### src/rtl/tt_pkg.sv
// Shared constants for the tinytester phase sequencer: one-hot state bit
// positions, state vector width and default field widths.
package tt_pkg;

  localparam int STATE_W = 7;

  localparam int ST_P0      = 0;
  localparam int ST_P1      = 1;
  localparam int ST_P2      = 2;
  localparam int ST_P3      = 3;
  localparam int ST_CAPTURE = 4;
  localparam int ST_WAIT    = 5;
  localparam int ST_IDLE    = 6;

  localparam int PL_W_DEF  = 8;
  localparam int CNT_W_DEF = 16;

  typedef logic [STATE_W-1:0] state_t;

endpackage

### src/rtl/tt_phase_timer.sv
// Loadable down-counter shared by all four drive phases; tc is high while the
// count is zero, so a load of L gives L+1 cycles before tc.
module tt_phase_timer #(
  parameter int W = 8
) (
  input  logic         clk,
  input  logic         rst,
  input  logic         load,
  input  logic [W-1:0] load_val,
  output logic         tc
);

  logic [W-1:0] cnt;

  always_ff @(posedge clk) begin
    if (rst) begin
      cnt <= '0;
    end else if (load) begin
      cnt <= load_val;
    end else if (cnt != '0) begin
      cnt <= cnt - 1'b1;
    end
  end

  assign tc = (cnt == '0);

endmodule

### src/rtl/tt_phase_sequencer.sv
// Drives each accepted vector through phases P0..P3 and a capture cycle.
// Outputs are registered from the next state; vec_ready_o is high only in WAIT.
module tt_phase_sequencer
  import tt_pkg::*;
#(
  parameter int NPINS = 32,
  parameter int PL_W  = PL_W_DEF,
  parameter int CNT_W = CNT_W_DEF
) (
  input  logic               clk,
  input  logic               rst,
  input  logic               start_i,
  input  logic               abort_i,
  input  logic [PL_W-1:0]    phase_len_i,
  input  logic [CNT_W-1:0]   vec_count_i,
  input  logic               vec_valid_i,
  output logic               vec_ready_o,
  input  logic [NPINS-1:0]   dataout_i,
  input  logic [NPINS-1:0]   oe_i,
  input  logic [NPINS-1:0]   active_on_p0_i,
  input  logic [NPINS-1:0]   active_on_p1_i,
  input  logic [NPINS-1:0]   active_on_p2_i,
  input  logic [NPINS-1:0]   active_on_p3_i,
  output logic [NPINS-1:0]   padout_o,
  output logic [NPINS-1:0]   padoe_o,
  input  logic [NPINS-1:0]   padin_i,
  output logic [NPINS-1:0]   result_o,
  output logic               result_valid_o,
  output logic               busy_o,
  output logic               done_o,
  output logic [CNT_W-1:0]   done_cnt_o,
  output logic [STATE_W-1:0] sequencer_state
);

  localparam logic [STATE_W-1:0] S_P0   = STATE_W'(1 << ST_P0);
  localparam logic [STATE_W-1:0] S_P1   = STATE_W'(1 << ST_P1);
  localparam logic [STATE_W-1:0] S_P2   = STATE_W'(1 << ST_P2);
  localparam logic [STATE_W-1:0] S_P3   = STATE_W'(1 << ST_P3);
  localparam logic [STATE_W-1:0] S_CAP  = STATE_W'(1 << ST_CAPTURE);
  localparam logic [STATE_W-1:0] S_WAIT = STATE_W'(1 << ST_WAIT);
  localparam logic [STATE_W-1:0] S_IDLE = STATE_W'(1 << ST_IDLE);

  state_t             state_q;
  state_t             state_nxt;
  logic [PL_W-1:0]    len_q;
  logic [CNT_W-1:0]   count_q;
  logic [NPINS-1:0]   vec_data_q;
  logic [NPINS-1:0]   vec_oe_q;
  logic [NPINS-1:0]   vec_data_nxt;
  logic [NPINS-1:0]   vec_oe_nxt;
  logic [NPINS-1:0]   padout_nxt;
  logic [NPINS-1:0]   padoe_nxt;
  logic [CNT_W-1:0]   done_cnt_inc;
  logic               tc;
  logic               timer_load;
  logic               hs;
  logic               start_go;
  logic               cap_exit;
  logic               last_vec;

  assign sequencer_state = state_q;

  assign hs       = (state_q == S_WAIT) && vec_valid_i && vec_ready_o && !abort_i;
  assign start_go = (state_q == S_IDLE) && start_i && !abort_i;
  assign cap_exit = (state_q == S_CAP) && !abort_i;

  // Saturating completion count; the run ends when it reaches a nonzero target.
  assign done_cnt_inc = (&done_cnt_o) ? done_cnt_o : done_cnt_o + 1'b1;
  assign last_vec     = (count_q != '0) && (done_cnt_inc == count_q);

  assign vec_data_nxt = hs ? dataout_i : vec_data_q;
  assign vec_oe_nxt   = hs ? oe_i      : vec_oe_q;

  assign timer_load = (state_nxt != state_q) && (|state_nxt[ST_P3:ST_P0]);

  tt_phase_timer #(
    .W (PL_W)
  ) u_timer (
    .clk      (clk),
    .rst      (rst),
    .load     (timer_load),
    .load_val (len_q),
    .tc       (tc)
  );

  always_comb begin
    state_nxt = state_q;
    case (state_q)
      S_IDLE:  if (start_i) state_nxt = S_WAIT;
      S_WAIT:  if (vec_valid_i && vec_ready_o) state_nxt = S_P0;
      S_P0:    if (tc) state_nxt = S_P1;
      S_P1:    if (tc) state_nxt = S_P2;
      S_P2:    if (tc) state_nxt = S_P3;
      S_P3:    if (tc) state_nxt = S_CAP;
      S_CAP:   state_nxt = last_vec ? S_IDLE : S_WAIT;
      default: state_nxt = S_IDLE;
    endcase
    if (abort_i) begin
      state_nxt = S_IDLE;
    end
  end

  // Pads are computed from the next state so they change on the same edge.
  always_comb begin
    padout_nxt = '0;
    padoe_nxt  = '0;
    case (state_nxt)
      S_P0: begin
        padout_nxt = vec_data_nxt & active_on_p0_i;
        padoe_nxt  = vec_oe_nxt;
      end
      S_P1: begin
        padout_nxt = vec_data_nxt & active_on_p1_i;
        padoe_nxt  = vec_oe_nxt;
      end
      S_P2: begin
        padout_nxt = vec_data_nxt & active_on_p2_i;
        padoe_nxt  = vec_oe_nxt;
      end
      S_P3: begin
        padout_nxt = vec_data_nxt & active_on_p3_i;
        padoe_nxt  = vec_oe_nxt;
      end
      S_CAP: begin
        padout_nxt = padout_o;
        padoe_nxt  = padoe_o;
      end
      default: begin
        padout_nxt = '0;
        padoe_nxt  = '0;
      end
    endcase
  end

  always_ff @(posedge clk) begin
    if (rst) begin
      state_q        <= S_IDLE;
      len_q          <= '0;
      count_q        <= '0;
      vec_data_q     <= '0;
      vec_oe_q       <= '0;
      padout_o       <= '0;
      padoe_o        <= '0;
      result_o       <= '0;
      result_valid_o <= 1'b0;
      done_o         <= 1'b0;
      done_cnt_o     <= '0;
      vec_ready_o    <= 1'b0;
      busy_o         <= 1'b0;
    end else begin
      state_q        <= state_nxt;
      vec_data_q     <= vec_data_nxt;
      vec_oe_q       <= vec_oe_nxt;
      padout_o       <= padout_nxt;
      padoe_o        <= padoe_nxt;
      vec_ready_o    <= (state_nxt == S_WAIT);
      busy_o         <= (state_nxt != S_IDLE);
      result_valid_o <= cap_exit;
      done_o         <= cap_exit && last_vec;
      if (cap_exit) begin
        result_o   <= padin_i;
        done_cnt_o <= done_cnt_inc;
      end
      if (start_go) begin
        len_q      <= phase_len_i;
        count_q    <= vec_count_i;
        done_cnt_o <= '0;
      end
    end
  end

endmodule
### config.mk
export PLATFORM = sky130hd
export DESIGN_NAME = tt_phase_sequencer
export DESIGN_NICKNAME = d
export VERILOG_FILES = /design/src/rtl/tt_pkg.sv /design/src/rtl/tt_phase_timer.sv /design/src/rtl/tt_phase_sequencer.sv
export SDC_FILE = /design/constraint.sdc
export NUM_CORES = 1
export LEC_CHECK = 0
export ABC_CLOCK_PERIOD_IN_PS = 4500
export BUFFER_PORTS_ARGS = -buffer_cell sky130_fd_sc_hd__clkbuf_2
export CAP_MARGIN = 40
export CORE_ASPECT_RATIO = 0.6
export CORE_MARGIN = 2
export CORE_UTILIZATION = 45
export CTS_CLUSTER_DIAMETER = 120
export DETAILED_ROUTE_END_ITERATION = 12
export HOLD_SLACK_MARGIN = 0.02
export PLACE_DENSITY_LB_ADDON = 0.25
export SYNTH_ARGS = -nofsm -noshare
export SYNTH_HDL_FRONTEND = slang
export SYNTH_HIERARCHICAL = 1
export SYNTH_SLANG_ARGS = --single-unit
### constraint.sdc
create_clock -name clk -period 4.5 [get_ports clk]
set_input_delay 0.9 -clock clk [delete_from_list [all_inputs] [get_ports clk]]
set_output_delay 0.9 -clock clk [all_outputs]
set_load 0.02 [all_outputs]
======== Word level (Yosys, flattened, before mapping) ========
Cells that the tools add are included.
word-level totals
  logic and storage cells ................. 71
  output and inout port bits .............. 123
  register bits ........................... 219
operators by class
  $add $sub $neg .......................... 2
  reductions and logical operators ........ 19
  bitwise operators ....................... 4
  eq/ne operators ......................... 16
  muxes and demuxes ....................... 16
operators with widths
  cell                   count
  $pmux 32 s5            1
  $and 32x32->32         4
  $mux 32                2
  $pmux 32 s2            1
  $mux 7                 8
  $pmux 7 s7             1
  $add 16x1->16 const B  1
  $eq 16x16->1           1
  $mux 16                1
  $mux 8                 2
  $reduce_and 16->1      1
  $reduce_bool 16->1     1
  $eq 7x1->1 const B     2
  $eq 7x2->1 const B     2
  $eq 7x3->1 const B     2
  $eq 7x4->1 const B     2
  $eq 7x5->1 const B     2
  $eq 7x6->1 const B     2
  $logic_and 1x1->1      10
  $logic_not 8->1        1
  $reduce_bool 8->1      1
  $reduce_or 4->1        2
  $sub 8x1->8 const B    1
  $eq 7x7->1 const B     1
  other kinds (5)        5

======== Longest topological paths before layout ========
  depth after elaboration ................. 10
  mapped depth ............................ 16
  depth with buffers taken out ............ 12

======== By module ========
Netlist, hierarchy kept.
by module, submodules not included
  module              area an instance (µm²)  times used  cells each  sequential area each (µm²)
  tt_phase_sequencer  9484.1                  1           1039        4224.1
  tt_phase_timer      475.5                   1           53          160.2

======== Least setup slack after synthesis ========
Ideal clock, no wire load.
  path type ............................... input to register
  from .................................... in abort_i
  to ...................................... reg u_timer.cnt[0]
  data arrival time ....................... 3.092 ns
  slack ................................... 1.334 ns
  data required time ...................... 4.427 ns
  cell stages on the path ................. 10
  cells stage by stage .................... or3_1 o21a_1 buf_6 buf_2 o21a_1 a2111oi_0 o211a_1 a31oi_1 or4_4 o211ai_2
between the ends
  cells in the longest elaborated chain, start to end .. 4
  elaborated cells on any way between the ends .. 6
ends and longest elaborated chain
  item                                           line                      RTL
  start, declared                                tt_phase_sequencer.sv:13  input logic abort_i,
  $mux 7 *                                       tt_phase_sequencer.sv:98  if (abort_i) begin
  $ne 7x7->1 or $reduce_or 4->1 (tied branches)  tt_phase_sequencer.sv:74  assign timer_load = (state_nxt != state_q) && (|state_nxt[ST_P3:ST_P0]);
  $logic_and 1x1->1 *                            tt_phase_sequencer.sv:74
  named net timer_load                           tt_phase_sequencer.sv:55  logic timer_load;
  $mux 8 or $reduce_bool 2->1 (tied branches)    n/a
  end signal, assigned                           tt_phase_timer.sv:19      cnt <= load_val;
  end signal, assigned                           tt_phase_timer.sv:21      cnt <= cnt - 1'b1;
  end, declared                                  tt_phase_timer.sv:13      logic [W-1:0] cnt;
Mark *: on every way through the listed nets, which the timed path passes. The rest lies on a longest branch.
A chain may end at the register's enable or synchronous reset.

======== Worst setup path after layout ========
  from .................................... reg state_q[0], in the netlist sequencer_state[0]
  to ...................................... reg u_timer.cnt[4]
between the ends
  cells in the longest elaborated chain, start to end .. 6
  elaborated cells on any way between the ends .. 20
ends and longest elaborated chain
  item                                           line                       RTL
  start, declared                                tt_phase_sequencer.sv:43   state_t state_q;
  start signal, assigned                         tt_phase_sequencer.sv:151  state_q <= state_nxt;
  $eq 7x5->1, or another cell as far along       tt_phase_sequencer.sv:88   case (state_q)
  $pmux 7 s7                                     tt_phase_sequencer.sv:88
  $mux 7                                         tt_phase_sequencer.sv:98
  $ne 7x7->1 or $reduce_or 4->1 (tied branches)  tt_phase_sequencer.sv:74
  $logic_and 1x1->1 *                            tt_phase_sequencer.sv:74
  named net timer_load                           tt_phase_sequencer.sv:55
  $mux 8 or $reduce_bool 2->1 (tied branches)    n/a
Marked as above.

==> summary.txt <==
YS warnings - 6
TNS Setup - 0 ns
Setup WS pre-CTS - 0.727 ns
Max Cap Viol - 0
Design Area, Final - 0.0127 mm2
Max Fclk - 0.256 GHz
commonest cells in the synthesized netlist - 219 x dfxtp_1, 153 x nor2_1, 125 x nand2_1
Hold EP - result_o[10]
mean post-synth cell area - 9.12 um2
die height - 119 um
CP max stage cell - dfxtp_1
leakage - 4.92 nW
element type at the critical path end - flip-flop
Area Overhead vs Synth - 27.5%
Final Cycle Share - 0.867
Arr. time, crit path - 4.31 ns
Die ar. - 0.0234 mm2
largest net degree at the start of global routing - 88
Async SR Flop Fraction - 0
setup ws final - 0.599 ns
Fill cells - 1980
CTS sink count - 219
Routed WL per cell - 18.1 um
status - completed
Seq/Total Area, Yosys - 0.440
Root Buffer - clkbuf_16
Detailed Route WL - 31300 um
DP Area - 0.0119 mm2
Clock Path Buffers - 3
Critical R2R Launch - sequencer_state[0]
crit path launch type - flip-flop
Crit path depth - 11
placed wire-length estimate - 23100 um
Pre-Repair DR Iteration Count - 6
Hold Path Depth - 2
Post-CTS Hold Buffers - 0
vias - 9320
cell taking the most area after synthesis - dfxtp_1
Row Count - 42
Reg2Reg Capture Point - u_timer/cnt[4]
worst-path maximum fanout - 16
worst skew pair latency - 0.51 ns
Via density - 5.39
FF-to-FF path depth - 11
area of the multi-input gates - 0.00509 mm2
drt drc - 0
htree depth - 1
Setup Buffers After CTS - 0
pin slew with the least headroom to its limit - 0.828 ns
first-pass GRT wire length - 48300 um
Iter 0 DRT Violations - 672
min cycle time layout - 3.90 ns
final core utilization - 0.581
Core Box Area - 0.0219 mm2
most frequent cell after synthesis - dfxtp_1
Main synth FF type - dfxtp_1
clk slew on worst S/H paths - 0.07 ns
layout cells sized above 1 - 0.337
largest delay contributor family on the critical path - compound AO/OA/AOI/OAI gates
crit-path max cell delay - 0.70 ns
post-CTS resize count - 0
Syn Std Cell Area - 0.00996 mm2
Overall Global Routing Usage - 0.259
Fin. Hold Viols - 0
initial antenna violation count - 2
PortBufs - 375
Pwr per Cell Area - 354 mW/mm2
Final setup violation count - 0
share of Yosys cell area claimed by the top area cell type - 0.440
Cells after Synth - 1092
WP buf/inv - 1
Nets - 1680
Max transition margin - 0.448
routability congestion estimate - 0.979
chip width - 196 um
class of the worst hold path - flip-flop to flip-flop
number of global-route vias before repair - 8777
CTS Buf Count - 22
Yosys reg bits - 219
setup slack, reg-to-reg - 0.60 ns
TritonCTS clock tree - done
Hold Startpoint - result_o[10]
CP cell instances - xor2_1 -> o2111ai_2 -> or2_1 -> o21a_1 -> nor2_1 -> a2111oi_0 -> o211a_1 -> a31oi_1 -> buf_4 -> or2_2 -> o32ai_1
Initial Util - 0.456
post-synth cell types - 71
Ports - 376
RSZ-0062 raised after global routing - no
clock skew - 0.00895 ns
Synth area leaders - dfxtp_1 44%, mux2i_1 9.1%, nor2_1 5.8%
data required time of the worst path - 4.91 ns
remaining antenna violation count after routing - 0
Reg area - 0.00438 mm2
Worst VDD drop - 0.000236 V
Overflow after GRT - 0
Crit Path Category - flip-flop to flip-flop
syn_nets - 1347
count of final max-slew check failures - 0
EDFF count, synth - 0
-- where the power goes --
group	leakage [nW]	switching, mW	total (mW)	internal, mW
clock network	0.376	0.830	1.99	1.16
logic	2.78	0.248	0.476	0.228
registers	1.77	0.0528	2.03	1.98
-- placed cells by master (no fill, tap or decap), types with 4 or more instances in the layout --
| cell type | netlist | final |
|---|---|---|
| dfxtp_1 | 219 | 219 |
| nor2_1 | 153 | 152 |
| a211oi_1 | 4 | 4 |
| nor4_1 | 9 | 8 |
| nand2_1 | 125 | 125 |
| o21ai_0 | 8 | 8 |
| a22oi_1 | 65 | 65 |
| a21oi_1 | 49 | 49 |
| nor2b_1 | 11 | 11 |
| clkbuf_2 | 1 | 374 |
| a2bb2oi_1 | 32 | 32 |
| or3_1 | 6 | 6 |
| o32ai_1 | 5 | 5 |
| clkinvlp_4 | 0 | 4 |
| nor3_1 | 20 | 20 |
| a21oi_2 | 31 | 29 |
| clkbuf_16 | 0 | 23 |
| and4_1 | 4 | 4 |
| nand4_1 | 12 | 12 |
| o21a_1 | 6 | 6 |
| inv_1 | 7 | 7 |
| xnor2_1 | 25 | 25 |
| xor2_1 | 14 | 14 |
| mux2i_1 | 91 | 91 |
| a21o_1 | 33 | 33 |
| nand2b_1 | 4 | 4 |
| buf_4 | 4 | 14 |
| nand3_1 | 11 | 11 |
-- worst min-delay path: stages, from the launching register on --
cell and delay (ns):
dfxtp_1 0.31, nand2_1 0.05, a21oi_1 0.05
-- cell type report --
type | instances | share of cell area
clock inverter | 14 | 0.0145
sequential | 219 | 0.345
tap | 286 | 0.0282
clock buffer | 26 | 0.0478
timing repair buffer | 392 | 0.161
multi-input combinational | 783 | 0.401
antenna | 2 | 0.000394
inverter | 7 | 0.00207
-- layer usage --
metal | up-vias | part of all wire | global-route usage
li1 | 4542 | - | -
met1 | 4335 | 0.45 | 0.357
met2 | 389 | 0.44 | 0.414
met3 | 54 | 0.079 | 0.0530
met4 | 0 | 0.023 | 0.0663
met5 | - | 0 | 0
-- flip-flops by register name (all words and copies together), names as in the netlist, 8 cells and up --
register	count
count_q	16
done_cnt_o	16
len_q	8
padoe_o	32
padout_o	32
result_o	32
u_timer/cnt	8
vec_data_q	32
vec_oe_q	32
-- kinds of logic (layout without fill, tap and decap cells) --
| family | Yosys count | after routing | synth area share |
|---|---|---|---|
| AO/OA/AOI/OAI | 261 | 261 | 0.194 |
| XOR/XNOR | 39 | 39 | 0.0343 |
| adder cells (fa/ha/maj) | 2 | 2 | 0.00251 |
| buffers and inverters | 90 | 439 | 0.0519 |
| flip-flops | 219 | 219 | 0.440 |
| multiplexers | 91 | 91 | 0.0915 |
| other | 0 | 2 | 0 |
| AND/OR/NAND/NOR | 390 | 390 | 0.186 |
-- worst max-delay path by stage --
stage | to | startpoint | slack, ns
floorplan | u_timer/cnt[0] | abort_i | 1.33
global placement | u_timer/cnt[3] | abort_i | 0.88
detailed placement | u_timer/cnt[4] | abort_i | 0.73
CTS | u_timer/cnt[4] | sequencer_state[0] | 0.66
global route | u_timer/cnt[4] | sequencer_state[0] | 0.28
finish | u_timer/cnt[4] | sequencer_state[0] | 0.60
-- per-stage QoR --
| step | power (mW) | hold slack [ns] | cells |
|---|---|---|---|
| 2_1_floorplan | 2.38 | 0.456 | 1092 |
| 6_report | 4.50 | 0.456 | 1729 |
| 4_1_cts | 4.52 | 0.458 | 1727 |
| 3_5_place_dp | 2.54 | 0.449 | 1687 |
| 5_1_grt | 4.66 | 0.476 | 1729 |
| 3_3_place_gp | 2.53 | 0.441 | 1687 |
No activity file was read; power rests on OpenSTA's default activity.
